File: src/rtl/mult_pipe_2sc_hs_if.sv
// Handshake bundle for the pipelined multiplier: producer side (operands,
// mode, tag) and consumer side (product, tag), each with valid/ready.
interface mult_pipe_2sc_hs_if #(
  parameter int W     = 8,
  parameter int TAG_W = 4
);
  logic             in_valid;
  logic             in_ready;
  logic [W-1:0]     a;
  logic [W-1:0]     b;
  logic             sgn;
  logic [TAG_W-1:0] in_tag;
  logic             out_valid;
  logic             out_ready;
  logic [2*W-1:0]   y;
  logic [TAG_W-1:0] out_tag;

  // Driver of transactions and sink of results
  modport master (
    output in_valid, a, b, sgn, in_tag, out_ready,
    input  in_ready, out_valid, y, out_tag
  );

  // The multiplier itself
  modport slave (
    input  in_valid, a, b, sgn, in_tag, out_ready,
    output in_ready, out_valid, y, out_tag
  );
endinterface

File: src/rtl/mult_pipe_2sc_hs.sv
// Parametrised W x W multiplier, signed/unsigned per transaction, STAGES
// register stages with valid/ready flow control and bubble collapsing.
// The product is formed combinationally ahead of stage 0; later stages only
// carry {product, tag} so synthesis is free to retime the multiplier.

// One pipeline stage: loads when allowed to advance, otherwise holds.
// Data only moves with a valid token so idle inputs never disturb it.
module mult_pipe_2sc_hs_stage #(
  parameter int DW = 20
) (
  input  logic          clk,
  input  logic          reset,
  input  logic          adv,
  input  logic          vld_in,
  input  logic [DW-1:0] d_in,
  output logic          vld_out,
  output logic [DW-1:0] d_out
);
  // Stage register: reset clears everything, adv loads the upstream slot
  always_ff @(posedge clk) begin
    if (reset) begin
      vld_out <= 1'b0;
      d_out   <= '0;
    end else if (adv) begin
      vld_out <= vld_in;
      if (vld_in) d_out <= d_in;
    end
  end
endmodule

module mult_pipe_2sc_hs #(
  parameter int W      = 8,
  parameter int STAGES = 8,
  parameter int TAG_W  = 4
) (
  input  logic                clk,
  input  logic                reset,
  mult_pipe_2sc_hs_if.slave   bus
);
  localparam int PW = 2 * W;
  localparam int DW = PW + TAG_W;

  typedef struct packed {
    logic [PW-1:0]    prod;
    logic [TAG_W-1:0] tag;
  } stage_t;

  // Index 0 is the input side; index i+1 is the output of stage i
  logic   [STAGES:0]   vld_pipe;
  stage_t [STAGES:0]   dat_pipe;
  logic   [STAGES-1:0] adv;
  logic   [PW-1:0]     a_ext;
  logic   [PW-1:0]     b_ext;

  // Extend both operands to 2W per the mode bit; the low 2W bits of the
  // 2W x 2W product are then exact for both signed and unsigned operands
  always_comb begin
    a_ext = {{W{bus.sgn & bus.a[W-1]}}, bus.a};
    b_ext = {{W{bus.sgn & bus.b[W-1]}}, bus.b};
  end

  assign vld_pipe[0]      = bus.in_valid;
  assign dat_pipe[0].prod = a_ext * b_ext;
  assign dat_pipe[0].tag  = bus.in_tag;

  genvar g;
  generate
    for (g = 0; g < STAGES; g++) begin : g_stage
      // A stage may advance if it is empty or the stage ahead can advance
      if (g == STAGES - 1) begin : g_last
        assign adv[g] = !vld_pipe[g+1] || bus.out_ready;
      end else begin : g_mid
        assign adv[g] = !vld_pipe[g+1] || adv[g+1];
      end

      mult_pipe_2sc_hs_stage #(.DW(DW)) u_stage (
        .clk     (clk),
        .reset   (reset),
        .adv     (adv[g]),
        .vld_in  (vld_pipe[g]),
        .d_in    (dat_pipe[g]),
        .vld_out (vld_pipe[g+1]),
        .d_out   (dat_pipe[g+1])
      );
    end
  endgenerate

  assign bus.in_ready  = adv[0];
  assign bus.out_valid = vld_pipe[STAGES];
  assign bus.y         = dat_pipe[STAGES].prod;
  assign bus.out_tag   = dat_pipe[STAGES].tag;
endmodule

File: src/flat_wrapper.sv
// flat-port wrapper written by rule: the top's interface ports become plain ports
module mult_pipe_2sc_hs_flat 
#(
  parameter int W      = 8,
  parameter int STAGES = 8,
  parameter int TAG_W  = 4
)
  (clk, reset, bus_in_valid, bus_a, bus_b, bus_sgn, bus_in_tag, bus_out_ready, bus_in_ready, bus_out_valid, bus_y, bus_out_tag);
  mult_pipe_2sc_hs_if #(.W(W), .TAG_W(TAG_W)) bus_i ();
  input  logic clk;
  input  logic reset;
  input wire logic [$bits(bus_i.in_valid)-1:0] bus_in_valid;
  input wire logic [$bits(bus_i.a)-1:0] bus_a;
  input wire logic [$bits(bus_i.b)-1:0] bus_b;
  input wire logic [$bits(bus_i.sgn)-1:0] bus_sgn;
  input wire logic [$bits(bus_i.in_tag)-1:0] bus_in_tag;
  input wire logic [$bits(bus_i.out_ready)-1:0] bus_out_ready;
  output wire logic [$bits(bus_i.in_ready)-1:0] bus_in_ready;
  output wire logic [$bits(bus_i.out_valid)-1:0] bus_out_valid;
  output wire logic [$bits(bus_i.y)-1:0] bus_y;
  output wire logic [$bits(bus_i.out_tag)-1:0] bus_out_tag;
  assign bus_i.in_valid = bus_in_valid;
  assign bus_i.a = bus_a;
  assign bus_i.b = bus_b;
  assign bus_i.sgn = bus_sgn;
  assign bus_i.in_tag = bus_in_tag;
  assign bus_i.out_ready = bus_out_ready;
  assign bus_in_ready = bus_i.in_ready;
  assign bus_out_valid = bus_i.out_valid;
  assign bus_y = bus_i.y;
  assign bus_out_tag = bus_i.out_tag;
  mult_pipe_2sc_hs #(.W(W), .STAGES(STAGES), .TAG_W(TAG_W)) u_core (.clk(clk), .reset(reset), .bus(bus_i));
endmodule
File: config.mk
export PLATFORM = sky130hd
export DESIGN_NAME = mult_pipe_2sc_hs_flat
export DESIGN_NICKNAME = d
export VERILOG_FILES = /design/src/rtl/mult_pipe_2sc_hs_if.sv /design/src/rtl/mult_pipe_2sc_hs.sv /design/src/flat_wrapper.sv
export SDC_FILE = /design/constraint.sdc
export NUM_CORES = 1
export LEC_CHECK = 0
export ABC_AREA = 1
export CAP_MARGIN = 30
export CORE_MARGIN = 5
export CORE_UTILIZATION = 50
export DETAILED_ROUTE_END_ITERATION = 7
export DONT_BUFFER_PORTS = 1
export PLACE_DENSITY = 0.67
export SLEW_MARGIN = 40
export SYNTH_ARGS = -nofsm -noshare
export SYNTH_HDL_FRONTEND = slang
export SYNTH_SLANG_ARGS = --single-unit
File: constraint.sdc
create_clock -name clk -period 6.15 [get_ports clk]
set_clock_uncertainty 0.15 [all_clocks]
set_input_delay 0.9225 -clock clk [delete_from_list [all_inputs] [get_ports clk]]
set_output_delay 0.9225 -clock clk [all_outputs]
set_load 0.05 [all_outputs]
==> metrics.md <==
| Metric | Value |
|---|---|
| Status | complete, no violations |
| Seq/Total Area, Yosys | 37.7% |
| Hold Vio Cnt, Final | 0 |
| FF-to-FF setup slack | 3170 ps |
| Vias in the first global route | roughly 6500 |
| Min Hold Slack | 315 ps |
| Critical register-to-register path endpoint | u_core.g_stage[1].u_stage.d_out[14]$_SDFFE_PP0P_ |
| Crit-path leading delay family | adder cells |
| EDFF count, synth | 0 |
| Largest net degree at the start of global routing | 81 |
| FP Rows | 48 |
| Clk slew on worst S/H paths | 60 ps |
| Post-Synthesis Cells | 1160 |
| # clock sinks | 168 |
| Highest clock rate | between 150 and 200 MHz |
| Max VDD drop | 0.000193 V |
| First-pass GRT wire length | 29400 um |
| Worst Path Arrival | 5240 ps |
| Sum Neg Setup Slack | 0 ps |
| Core area | between 15000 and 20000 um^2 |
| Grt ovf | 0 |
| Rel. slew slack | between 50% and 60% |
| Placed Instance Area | 8780 um^2 |
| Area grow syn2layout | 5.11% |
| Post-route ant nets | 0 |
| Die X | 144 um |
| Slowest-stage cell, CP | fa_1 |
| Post-route design area | 9370 um^2 |
| DRT Wirelength | 16300 um |
| Cell Area, Synth | between 8000 and 9000 um^2 |
| Number of vias per cell | 4.87 |
| Ys Warns | 0 |
| Buf+Inv Stages, Crit Path | 3 |
| Port bufs | 0 |
| Later-pin clock latency in the skew report | 420 ps |
| Worst min path class | reg -> reg |
| Final net count | between 1000 and 1500 |
| Crit-path max FO | 5 |
| Max Root-Sink Buffers | 2 |
| Cell count of the worst reg-to-reg path | 9 |
| Initial DRC Count | roughly 330 |
| Worst hold path startpoint | u_core.g_stage[0].u_stage.d_out[14]$_SDFFE_PP0P_ |
| Commonest non-fill, non-tap cell in the layout | nor2_1 |
| Total track usage | between 10% and 20% |
| Worst r2r src | u_core.g_stage[7].u_stage.vld_out$_SDFFE_PP0P_ |
| Avg WL per Cell | 12.2 um |
| WHS Endpoint | u_core.g_stage[0].u_stage.d_out[14]$_SDFFE_PP0P_ |
| Hold-critical path depth | 2 |
| Power per cell area | 349 nW/um^2 |
| Number of remaining DRC errors | 0 |
| Slew @ Worst Pin | between 700 and 800 ps |
| Clock root buffer master | clkbuf_16 |
| Worst Setup End Kind | flop |
| Routability cong. | 0.825 |
| H-tree levels | 4 |
| Max-slew violation count | 0 |
| Placed instance count | 1302 |
| Layout cells sized above 1 | 4.69% |
| # Max-Cap Violations | 0 |
| Final period util | between 80 and 90% |
| CP Data Required Time | between 6000 and 7000 ps |
| Die height | 144 um |
| Hold Buf Count CTS | 0 |
| Post-CTS setup repair buffer count | 0 |
| Initial Utilization | 51.2% |
| Syn nets | 1281 |
| CP peak stage delay | 550 ps |
| Critical path class | in -> reg |
| Die area | 20600 um^2 |
| Most frequent cells in the layout | nor2_1, dfxtp_1, o21ai_0 |
| Layout Cells excl Fill | 1335 |
| Main synth FF type | dfxtp_1 |
| I/O pins | 47 |
| DPL Wire Length | 11800 um |
| Setup violators final | 0 |
| Synth Area per Inst | 7.69 um^2 |
| Unique cell type count in the Yosys netlist | 34 |
| Initial antenna violation count | 3 |
| Leakage power | about 0.0046 uW |
| Tmin final | between 5000 and 6000 ps |
| Startpoint types | input port |
| Cell Chain, Critical Path | nand2_1 -> or2_2 -> fa_1 -> fa_1 -> inv_1 -> fa_1 -> fa_1 -> inv_1 -> fa_1 -> inv_1 -> ha_1 -> nand4_1 -> or2_2 -> nand2_1 -> nand2_1 -> nand2_1 -> nand2_1 -> a21oi_1 -> nor2_1 |
| Crit. Startpoint | bus_sgn |
| Routed vias | about 6500 |
| Fill count | 1731 |
| Synthesized flop and latch total | 168 |
| CTS tree | done |
| CTS buffer count | 17 |
| First-pass detailed-route iteration total | 5 |
| RSZ-0062 raised after global routing | false |
| Synth async-reset ratio | 0% |
| Post-cts resize count | 0 |
-- how the worst max path moves through the flow --
stage	to	slack [ps]	depth (start not counted)
2_1_floorplan	u_core.g_stage[0].u_stage.d_out[17]$_SDFFE_PP0P_	480	20
6_report	u_core.g_stage[0].u_stage.d_out[17]$_SDFFE_PP0P_	1070	19
5_1_grt	u_core.g_stage[0].u_stage.d_out[19]$_SDFFE_PP0P_	810	21
3_5_place_dp	u_core.g_stage[0].u_stage.d_out[17]$_SDFFE_PP0P_	630	19
3_3_place_gp	u_core.g_stage[0].u_stage.d_out[17]$_SDFFE_PP0P_	630	19
4_1_cts	u_core.g_stage[0].u_stage.d_out[17]$_SDFFE_PP0P_	1070	19
-- logic make-up (layout without fill, tap and decap cells) --
kind of cell    after synthesis  after routing  synth area share, %
simple gates                477            477                 21.2
buf+inv                     229            178                 11.1
compound gates              182            182                 10.4
flops                       168            168                 37.7
fa+ha+maj                    96             96                 18.8
xor+xnor                      8              8                0.786
other cells                   0              1                    0
-- state kept, by name, summed over array words and instances (netlist names) --
| signal | count |
|---|---|
| u_core.g_stage.u_stage.d_out | 160 |
| u_core.g_stage.u_stage.vld_out | 8 |
-- report_power, final --
part           leakage [uW]  total (uW)  internal [uW]  switching, uW
Combinational       0.00299        1050            424            630
Clock              0.000278        1040            608            436
Sequential          0.00137        1180           1150           28.5
Total               0.00464        3270           2180           1090
-- through the flow --
| stage | util [%] | power [uW] | setup slack, ps |
|---|---|---|---|
| final | 53.8 | 3270 | 1070 |
| after global routing | 53.8 | 3560 | 808 |
| after CTS | 53.8 | 3320 | 1070 |
| after detailed placement | 50.4 | 2260 | 627 |
| after global placement | 50.4 | 2250 | 625 |
| after floorplan | - | 2070 | 479 |
-- Yosys cell counts (3+ instances only) --
cell type | count | area share [%]
nor2_1 | 328 | 14
dfxtp_1 | 168 | 38
o21ai_0 | 156 | 8.8
inv_1 | 142 | 6.0
nand2_1 | 119 | 5.0
fa_1 | 63 | 14
clkbuf_1 | 49 | 2.1
ha_1 | 33 | 4.6
buf_4 | 20 | 1.7
a21oi_1 | 14 | 0.79
nand3_1 | 14 | 0.79
buf_2 | 11 | 0.62
o21ai_1 | 5 | 0.28
xor2_1 | 5 | 0.49
a21oi_2 | 3 | 0.29
nand2_2 | 3 | 0.21
or2_2 | 3 | 0.21
xnor2_1 | 3 | 0.29
-- layout make-up --
| cell class | count | area (um^2) | area share (%) |
|---|---|---|---|
| inverters | 143 | 539 | 5.75 |
| clock inverters | 14 | 161 | 1.72 |
| multi-input cells | 763 | 4570 | 48.8 |
| clock buffers | 18 | 429 | 4.58 |
| diodes | 1 | 2.50 | 0.0267 |
| flip-flops and latches | 168 | 3360 | 35.9 |
| well taps | 225 | 282 | 3.00 |
| repair buffers | 3 | 22.5 | 0.240 |
-- worst register-to-register path: cells and delay by family, from the launching register on --
kind,cells,cell delay (ps)
AND/OR/NAND/NOR,7,1410
buffers and inverters,2,660
flip-flops,1,640
-- layer usage --
metal	GRT usage, %	routed length (um)	vias up
li1	-	-	3401
met1	21.5	7520	2969
met2	30.4	7810	103
met3	3.76	664	25
met4	4.51	283	4
met5	0	19	-
Note: power is estimated with default switching activity, not from simulation.
